===== config.mk =====
export PLATFORM = sky130hd
export DESIGN_NAME = dispatch_queue
export DESIGN_NICKNAME = d
export VERILOG_FILES = /design/src/rtl/dispatch_queue.sv
export SDC_FILE = /design/constraint.sdc
export NUM_CORES = 1
export LEC_CHECK = 0
export CORE_ASPECT_RATIO = 0.6
export CORE_MARGIN = 1.5
export CORE_UTILIZATION = 35
export CTS_BUF_LIST = sky130_fd_sc_hd__clkbuf_2 sky130_fd_sc_hd__clkbuf_4 sky130_fd_sc_hd__clkbuf_8
export CTS_CLUSTER_DIAMETER = 200
export CTS_CLUSTER_SIZE = 10
export DETAILED_ROUTE_END_ITERATION = 16
export PLACE_DENSITY = 0.67
export SLEW_MARGIN = 40
export SYNTH_ARGS = -nofsm -noshare
export SYNTH_HDL_FRONTEND = slang
export SYNTH_SLANG_ARGS = --single-unit

===== constraint.sdc =====
create_clock -name clk -period 7.9 [get_ports clk]
set_input_delay 1.58 -clock clk [delete_from_list [all_inputs] [get_ports clk]]
set_output_delay 1.58 -clock clk [all_outputs]
set_load 0.01 [all_outputs]

===== src/rtl/dispatch_queue.sv =====
// ---------------------------------------------------------------------------
// dispatch_queue
//
// Registered dispatch stage of the Tomasulo core, placed between the fetch
// unit and the RS/LSB/ROB. Decoded instructions are buffered in a small FIFO.
// The head entry reads its operands from the register file. When the ROB and
// the target unit (RS or LSB) both have room, the head is issued: it gets a
// ROB id, its rd is renamed, and a registered dispatch packet is produced.
// One instruction is dispatched per cycle at most.
//
// Optional feature, selected with the macro DISPATCH_CDB_BYPASS_EN:
//   defined   - a CDB broadcast that matches an operand tag is forwarded
//               directly into the packet, so dispatch does not wait.
//   undefined - no forwarding; the head waits one cycle on a tag match and
//               then reads the value the RF has just written back.
//
// Ports
//   clk, rst              clock; asynchronous active-high reset
//   rdy                   global enable; when low, all state freezes
//   flush                 misprediction clear of the whole queue
//   in_flag, in_*         push of one decoded instruction from IF
//   in_full               queue full; IF must not push while high
//   rs1_RF, rs2_RF        head source registers, sent to the RF
//   V1_RF, V2_RF          RF values for rs1/rs2
//   Q1_RF, Q2_RF          RF tags for rs1/rs2 (0 = value ready)
//   rob_full, rs_full,
//   lsb_full              back-pressure from ROB, RS and LSB
//   rob_ava_id            next free ROB id
//   alloc_flag            dispatch fires this cycle (ROB tail advances)
//   rename_flag,
//   rename_rd, rename_id  RF rename request: rd gets tag rename_id
//   cdb_flag, cdb_rob_id,
//   cdb_val               common data bus broadcast
//   out_flag, out_*       registered dispatch packet to the RS/LSB
// ---------------------------------------------------------------------------

// Instruction type codes for memory operations. The core-wide definition
// takes precedence when it is compiled before this file.
`ifndef TYPE_LOAD
`define TYPE_LOAD 3'd1
`endif
`ifndef TYPE_STORE
`define TYPE_STORE 3'd2
`endif

module dispatch_queue #(
    parameter int QBW    = 2,
    parameter int ROB_BW = 4,
    parameter int REG_BW = 5
) (
    input  logic              clk,
    input  logic              rst,
    input  logic              rdy,
    input  logic              flush,

    // Push side (from IF)
    input  logic              in_flag,
    input  logic [REG_BW-1:0] in_rd,
    input  logic [REG_BW-1:0] in_rs1,
    input  logic [REG_BW-1:0] in_rs2,
    input  logic [31:0]       in_A,
    input  logic [5:0]        in_code,
    input  logic [2:0]        in_type,
    input  logic [31:0]       in_pc,
    input  logic [31:0]       in_jpc,
    output logic              in_full,

    // Register file read
    output logic [REG_BW-1:0] rs1_RF,
    output logic [REG_BW-1:0] rs2_RF,
    input  logic [31:0]       V1_RF,
    input  logic [31:0]       V2_RF,
    input  logic [ROB_BW-1:0] Q1_RF,
    input  logic [ROB_BW-1:0] Q2_RF,

    // Back-pressure and ROB allocation
    input  logic              rob_full,
    input  logic              rs_full,
    input  logic              lsb_full,
    input  logic [ROB_BW-1:0] rob_ava_id,
    output logic              alloc_flag,

    // Rename request to the RF
    output logic              rename_flag,
    output logic [REG_BW-1:0] rename_rd,
    output logic [ROB_BW-1:0] rename_id,

    // Common data bus
    input  logic              cdb_flag,
    input  logic [ROB_BW-1:0] cdb_rob_id,
    input  logic [31:0]       cdb_val,

    // Registered dispatch packet
    output logic              out_flag,
    output logic              out_to_lsb,
    output logic [REG_BW-1:0] out_rd,
    output logic [31:0]       out_A,
    output logic [31:0]       out_V1,
    output logic [31:0]       out_V2,
    output logic [31:0]       out_pc,
    output logic [31:0]       out_jpc,
    output logic [ROB_BW-1:0] out_Q1,
    output logic [ROB_BW-1:0] out_Q2,
    output logic [ROB_BW-1:0] out_rob_id,
    output logic [5:0]        out_code,
    output logic [2:0]        out_type
);

    localparam int              DEPTH      = 1 << QBW;
    localparam logic [QBW:0]    FULL_COUNT = (QBW+1)'(DEPTH);

`ifdef DISPATCH_CDB_BYPASS_EN
    localparam bit BYPASS = 1'b1;
`else
    localparam bit BYPASS = 1'b0;
`endif

    typedef struct packed {
        logic [REG_BW-1:0] rd;
        logic [REG_BW-1:0] rs1;
        logic [REG_BW-1:0] rs2;
        logic [31:0]       imm;
        logic [5:0]        code;
        logic [2:0]        itype;
        logic [31:0]       pc;
        logic [31:0]       jpc;
    } entry_t;

    typedef struct packed {
        logic [31:0]       v;
        logic [ROB_BW-1:0] q;
    } operand_t;

    // -----------------------------------------------------------------------
    // Queue storage and pointers
    // -----------------------------------------------------------------------
    entry_t            mem [DEPTH];
    logic [QBW-1:0]    head;
    logic [QBW-1:0]    tail;
    logic [QBW:0]      count;

    entry_t            head_e;
    entry_t            push_e;
    logic              push;
    logic              fire;
    logic              hold;
    logic              lsb_target;
    logic              hit1;
    logic              hit2;
    operand_t          op1;
    operand_t          op2;

    // A CDB match: the broadcast carries the tag this source is waiting on.
    function automatic logic cdb_match(input logic [REG_BW-1:0] rs,
                                       input logic [ROB_BW-1:0] q_rf,
                                       input logic              bus_valid,
                                       input logic [ROB_BW-1:0] bus_id);
        return bus_valid && (rs != '0) && (q_rf != '0) && (bus_id == q_rf);
    endfunction

    // Operand priority: x0 reads as ready zero, then a ready RF value, then
    // (only when forwarding is enabled) the CDB value, otherwise the RF tag.
    function automatic operand_t resolve(input logic [REG_BW-1:0] rs,
                                         input logic [31:0]       v_rf,
                                         input logic [ROB_BW-1:0] q_rf,
                                         input logic              use_cdb,
                                         input logic [31:0]       bus_val);
        operand_t r;
        r.v = '0;
        r.q = '0;
        if (rs != '0) begin
            if (q_rf == '0) begin
                r.v = v_rf;
            end else if (use_cdb) begin
                r.v = bus_val;
            end else begin
                r.v = v_rf;
                r.q = q_rf;
            end
        end
        return r;
    endfunction

    assign head_e  = mem[head];
    assign in_full = (count == FULL_COUNT);

    always_comb begin
        push_e       = '0;
        push_e.rd    = in_rd;
        push_e.rs1   = in_rs1;
        push_e.rs2   = in_rs2;
        push_e.imm   = in_A;
        push_e.code  = in_code;
        push_e.itype = in_type;
        push_e.pc    = in_pc;
        push_e.jpc   = in_jpc;
    end

    // -----------------------------------------------------------------------
    // Issue decision and operand resolve for the head entry
    // -----------------------------------------------------------------------
    // NOTE: every signal written in always_comb gets a default first, so no
    // path through the block can leave it unassigned and infer a latch.
    always_comb begin
        hit1       = 1'b0;
        hit2       = 1'b0;
        hold       = 1'b0;
        lsb_target = 1'b0;
        op1        = '0;
        op2        = '0;

        hit1       = cdb_match(head_e.rs1, Q1_RF, cdb_flag, cdb_rob_id);
        hit2       = cdb_match(head_e.rs2, Q2_RF, cdb_flag, cdb_rob_id);
        op1        = resolve(head_e.rs1, V1_RF, Q1_RF, BYPASS && hit1, cdb_val);
        op2        = resolve(head_e.rs2, V2_RF, Q2_RF, BYPASS && hit2, cdb_val);

        // Without forwarding, wait one cycle on a match: the RF writes the
        // broadcast value back on this edge and is read clean next cycle.
        hold       = !BYPASS && (hit1 || hit2);

        lsb_target = (head_e.itype == `TYPE_LOAD) || (head_e.itype == `TYPE_STORE);
    end

    assign fire = rdy && !flush && (count != '0) && !rob_full
                  && (lsb_target ? !lsb_full : !rs_full) && !hold;

    // rdy gates the push too, so the queue is fully frozen while rdy is low.
    assign push = rdy && in_flag && !in_full && !flush;

    // -----------------------------------------------------------------------
    // Combinational outputs towards RF and ROB
    // -----------------------------------------------------------------------
    assign rs1_RF      = head_e.rs1;
    assign rs2_RF      = head_e.rs2;
    assign alloc_flag  = fire;
    assign rename_flag = fire && (head_e.rd != '0);
    assign rename_rd   = head_e.rd;
    assign rename_id   = rob_ava_id;

    // -----------------------------------------------------------------------
    // Pointer and occupancy state
    // -----------------------------------------------------------------------
    // NOTE: sequential state is updated with non-blocking assignments so all
    // flops sample the pre-edge values, regardless of process ordering.
    always_ff @(posedge clk or posedge rst) begin
        if (rst) begin
            head  <= '0;
            tail  <= '0;
            count <= '0;
        end else if (rdy) begin
            if (flush) begin
                head  <= '0;
                tail  <= '0;
                count <= '0;
            end else begin
                if (push) tail <= tail + QBW'(1);
                if (fire) head <= head + QBW'(1);
                case ({push, fire})
                    2'b10:   count <= count + (QBW+1)'(1);
                    2'b01:   count <= count - (QBW+1)'(1);
                    default: count <= count;
                endcase
            end
        end
    end

    // NOTE: the storage array has no reset; an entry is only ever read after
    // a push has written it, because fire requires a non-zero count.
    always_ff @(posedge clk) begin
        if (push) mem[tail] <= push_e;
    end

    // -----------------------------------------------------------------------
    // Registered dispatch packet
    // -----------------------------------------------------------------------
    always_ff @(posedge clk or posedge rst) begin
        if (rst) begin
            out_flag   <= 1'b0;
            out_to_lsb <= 1'b0;
            out_rd     <= '0;
            out_A      <= '0;
            out_V1     <= '0;
            out_V2     <= '0;
            out_pc     <= '0;
            out_jpc    <= '0;
            out_Q1     <= '0;
            out_Q2     <= '0;
            out_rob_id <= '0;
            out_code   <= '0;
            out_type   <= '0;
        end else if (rdy) begin
            out_flag <= fire;
            if (fire) begin
                out_to_lsb <= lsb_target;
                out_rd     <= head_e.rd;
                out_A      <= head_e.imm;
                out_V1     <= op1.v;
                out_V2     <= op2.v;
                out_pc     <= head_e.pc;
                out_jpc    <= head_e.jpc;
                out_Q1     <= op1.q;
                out_Q2     <= op2.q;
                out_rob_id <= rob_ava_id;
                out_code   <= head_e.code;
                out_type   <= head_e.itype;
            end
        end
    end

endmodule


; Word level (Yosys, flattened, before mapping)
; Memories as Yosys holds them, arrays and structs flattened.
; Index checks and enable logic that the tools add are counted.
[totals]
regBits = 195
latch_bits = 0
ram_bits = 480
mem_bits_ro = 0
in_bits = 241
out_inout_bits = 210
mem_count = 1
[classes]
n_addsub = 4
multipliers = 0
div = 0
n_lt_le_gt_ge = 0
eq_ne = 7
shifts = 0
mux = 13
bitwise = 0
n_reduce_logical = 38
[mem_list]
columns = memory, words, word_bits, read_ports, rd_clocked_by_memory_dff, wr, line_no
row1 = mem, 4, 120, 1, 0, 1, 137  ; entry_t mem [DEPTH];
[ops]
columns = cell, n
row1 = $mux W36, 2
row2 = $logic_and A1 B1 Y1, 15
row3 = $reduce_bool A5 Y1, 3
row4 = $eq A4 B4 Y1, 2
row5 = $logic_not A4 Y1, 2
row6 = $mux W2, 4
row7 = $mux W4, 2
row8 = $reduce_and A2 Y1, 4
row9 = $reduce_bool A4 Y1, 2
row10 = $logic_not A1 Y1, 6
row11 = $pmux W3 S2, 1
row12 = $reduce_bool A3 Y1, 2
row13 = $add A2 B1 Y2 const B, 2
row14 = $reduce_bool A2 Y1, 2
row15 = $add A3 B1 Y3 const B, 1
row16 = $eq A3 B1 Y1 const B, 1
row17 = $eq A3 B2 Y1 const B, 1
row18 = $eq A3 B3 Y1 const B, 1
row19 = $mux W1, 3
row20 = $mux W3, 1
row21 = $sub A3 B1 Y3 const B, 1
row22 = $eq A2 B1 Y1 const B, 1
row23 = $eq A2 B2 Y1 const B, 1
row24 = $logic_or A1 B1 Y1, 2

; Depth between registers and ports, before layout
; An unclocked memory read counts as a cell.
[logic_depth]
depth_word = 11
mapped_depth = 16
ltp_nobuf = 11

; Worst setup path after synthesis
; OpenSTA, ideal clock, no wires.
[synth_path]
kind = input-to-reg
start = input port flush
end = memory mem[0][0] in the netlist's numbering (enable)
setup_ns = 0.493
t_arrival_ns = 4.836
slack_ns = 2.571
stages = 3
n_path_buf = 1
cell_sequence = clkbuf_1 > nor3_1 > and2_1
[synth_via]
elab_chain_cells = 4
[synth_rtl]
columns = item, line_no
row1 = from (decl), 54  ; input logic flush,
row2 = $logic_not A1 Y1, 228  ; assign push = rdy && in_flag && !in_full && !flush;
row3 = $logic_and A1 B1 Y1, 228
row4 = $mux W1, 270  ; if (push) mem[tail] <= push_e;
row5 = $mux W1 (implied by the code), 270
row6 = to (decl), 137
; No other way between the ends.

; Worst setup path in the final report
[layout_path]
start = register head[0]
end = output port alloc_flag
[layout_via]
elab_chain_cells = 8
word_cells_on_any_way = 17
classes_between = eq/ne (2) / mux (1) / reduce/logical (13) / memory (1)
[layout_rtl]
columns = item, line_no
row1 = from (decl), 138  ; logic [QBW-1:0] head;
row2 = from (signal assigned), 257  ; if (fire) head <= head + QBW'(1);
row3 = $mem_v2 Z4 W120 *, --
row4 = $reduce_bool A5 Y1, 158  ; return bus_valid && (rs != '0) && (q_rf != '0) && (bus_id == q_rf);
row5 = $logic_and A1 B1 Y1 (3 in series), 158
row6 = $logic_or A1 B1 Y1, 219  ; hold = !BYPASS && (hit1 || hit2);
row7 = $logic_not A1 Y1, 225  ; && (lsb_target ? !lsb_full : !rs_full) && !hold;
row8 = $logic_and A1 B1 Y1 *, 225
row9 = to (decl), 81  ; output logic alloc_flag,
; Every way passes the cells marked *; elsewhere a longest branch is shown, timed or not.

==> flow_metrics.tcl <==
set metrics [dict create \
    wl_per_cell_microns 20.0 \
    clkLatencyLatePin_ps 680 \
    worstSetupPathType "reg -> out" \
    clk_pin_slew_ps 80 \
    viasPerCell 4.76 \
    drive_above_1_share_pct 14.2 \
    io_buffers 418 \
    cts_root_buf "clkbuf_8" \
    seq_area_frac_synth_pct 76.2 \
    synth_mux_area_share_pct 10.8 \
    hold_violations 0 \
    cap_violations 0 \
    power_density_nw_per_um2 293 \
    hold_path.class "reg -> reg" \
    cts_resized 0 \
    p_leak_nw 11.7 \
    die_y_microns 211 \
    final_area_sq_um 32000 \
    antenna_left 0 \
    design.core.area_sq_um 71600 \
    synth_top_family_by_area "multiplexers" \
    start_util_pct 35.3 \
    fin_skew_ps 49.5 \
    drt_wl_total_microns 59800 \
    cts_inserted_buffers 77 \
    htreeDepth 3 \
    syn2layout_area_growth_pct 26.4 \
    drtIter0Drc 993 \
    slew_headroom_pct 49.7 \
    grt_max_degree 115 \
    clockBufferDepth 3 \
    dieArea_sq_um 74000 \
    rsz0062_at_grt "false" \
    ios 451 \
    synth_fa_ha_area_share_pct 0.277 \
    drc 0 \
    filler_cell_count 6238 \
    required_ps 6320 \
    avgSynthCellArea_sq_um 16.5 \
    grt-ovfl-total 0 \
    fmax_mhz 155 \
    cts_tree "built" \
    arrival_ps 4850 \
    hpwl_microns 36400 \
    tns_ps 0 \
    grt_pass1_vias 14900 \
    antenna_found_initial 8 \
    drt_pass1_iterations 7 \
    period_share_pct 81.5 \
    worst_slew_pin_slew_ps 754 \
    die_w_microns 350 \
    cp_max_fo 56 \
    post-route-min-period_ps 6430 \
    peakVddDrop_mv 0.244 \
    startpoint_type "flop" \
    grt_pass1_wl_microns 89300 \
    nets 2201 \
    ys.flop_type "edfxtp_1" \
    synthArstFlopShare_pct 28.9 \
    synth_top_area_share_pct 57.0 \
    synth-compound-area-share_pct 1.21 \
    power_mw 9.38 \
    rows 76 \
    maxSlewViolCount 0 \
    grt_usage_pct 16.1 \
    via_count 14200 \
    cts_sinks 675 \
    placed_area_sq_um 30500 \
    synth_nets 1781 \
    status "finished, final reports clean" \
    gp_congestion 0.822 \
    yosysTopAreaCell "edfxtp_1" \
    synth_seq_cells 675 \
    cp-end-kind "output pin" \
    synth.area.top_cells "edfxtp_1, dfrtp_1, mux4_2" \
    syn_inst 1535 \
    yosys.area_share.simple_pct 8.85 \
    synth_xor_area_share_pct 0.277 \
    setup_violations 0 \
    synthesis.area_sq_um 25300 \
    yosys_warnings 0 \
    synth_edf_count 480 \
    cts_post_setup_buffers_inserted 0 \
    synth_cell_types 38 \
    cts_hold_buffers 0 \
]
[stage by stage]
stage                     cells  hold WS, ps  worst slack (ps)  util, %
after floorplan            1535          505              1010        -
after global placement     2847          450              1530     42.4
after detailed placement   2851          458              1530     42.6
after CTS                  2985          474              1250     44.7
after global routing       2985          498              1080     44.7
final                      2987          472              1470     44.7
[state kept, by name, indices dropped and copies added, names as in the netlist, 2 cells and up]
signal and cells:
out_type 3, out_Q2 4, out_pc 32, out_Q1 4
out_V2 32, head 2, out_rob_id 4, out_jpc 32
mem 480, out_A 32, out_code 6, out_V1 32
count 3, tail 2, out_rd 5
[worst paths after layout]
path | start | endpoint | slack (ps) | depth (start not counted)
max | head[0] | alloc_flag | 1470 | 7
min | out_V1[15] | out_V1[15] | 470 | 2
max reg2reg | head[0] | count[2] | 2950 | 12
min reg2reg | out_V1[15] | out_V1[15] | 470 | 2
max in group asynchronous | rst | out_jpc[15] | 5290 | 3
min in group asynchronous | rst | out_jpc[5] | 1390 | 2
[synth_stat cells, types with 7 or more instances]
library cell  instances
nor2_1               11
xnor2_1               7
mux4_2              120
buf_2                15
nand3_1              38
buf_4                30
nand2_1             494
dfrtp_1             195
buf_6                 9
edfxtp_1            480
clkbuf_1             39
o21ai_0              37
[cell usage in the layout, fill, tap and decap left out, types with 3 or more instances in the layout]
| cell | instances |
|---|---|
| a21oi_1 | 5 |
| and2_4 | 4 |
| buf_12 | 8 |
| buf_4 | 3 |
| buf_6 | 8 |
| clkbuf_4 | 50 |
| clkbuf_8 | 77 |
| clkdlybuf4s50_1 | 418 |
| clkinvlp_4 | 3 |
| dfrtp_1 | 193 |
| edfxtp_1 | 480 |
| ha_1 | 4 |
| inv_1 | 4 |
| mux2i_1 | 4 |
| mux4_2 | 120 |
| nand2_1 | 494 |
| nand3_1 | 38 |
| nor2_1 | 11 |
| nor3_1 | 6 |
| o21ai_0 | 37 |
| or3_1 | 4 |
| xnor2_1 | 7 |
[routing by layer]
| layer | vias to the layer above | track usage [%] | part of all wire (%) |
|---|---|---|---|
| li1 | 6409 | - | - |
| met1 | 7240 | 21.4 | 44 |
| met2 | 450 | 25.8 | 47 |
| met3 | 110 | 4.69 | 7.1 |
| met4 | 12 | 4.45 | 2.1 |
| met5 | - | 0 | 0.14 |
[where the power goes]
group	switching, mW	internal (mW)	total [mW]	leakage, nW
clock	1.21	1.15	2.37	0.808
combinational	1.06	1.26	2.32	4.13
sequential	0.317	4.37	4.68	6.79
[cell type report]
class	count	area (sq um)	area share, %
well taps	975	1220	3.81
multi-input cells	758	5460	17.1
clock buffers	127	1440	4.49
repair buffers	437	4460	13.9
clock inverters	7	70.1	0.219
diodes	2	5.00	0.0156
inverters	6	40.0	0.125
flip-flops and latches	675	19300	60.3
[critical path, cell delays in order, from the launching register on]
cell,delay [ps]
dfrtp_4,680
buf_4,450
mux4_2,590
or3_1,450
a221oi_2,530
nand2_8,400
inv_6,400
clkdlybuf4s50_1,620
[cells by family (layout without fill, tap and decap cells)]
group	count (synthesis)	in the layout
AO/OA/AOI/OAI	53	53
XOR/XNOR	8	8
multiplexers	124	124
buffers and inverters	102	577
other	0	2
adder cells (fa/ha/maj)	5	5
AND/OR/NAND/NOR	568	568
flip-flops	675	675
Power figures use the tool's default switching activity.
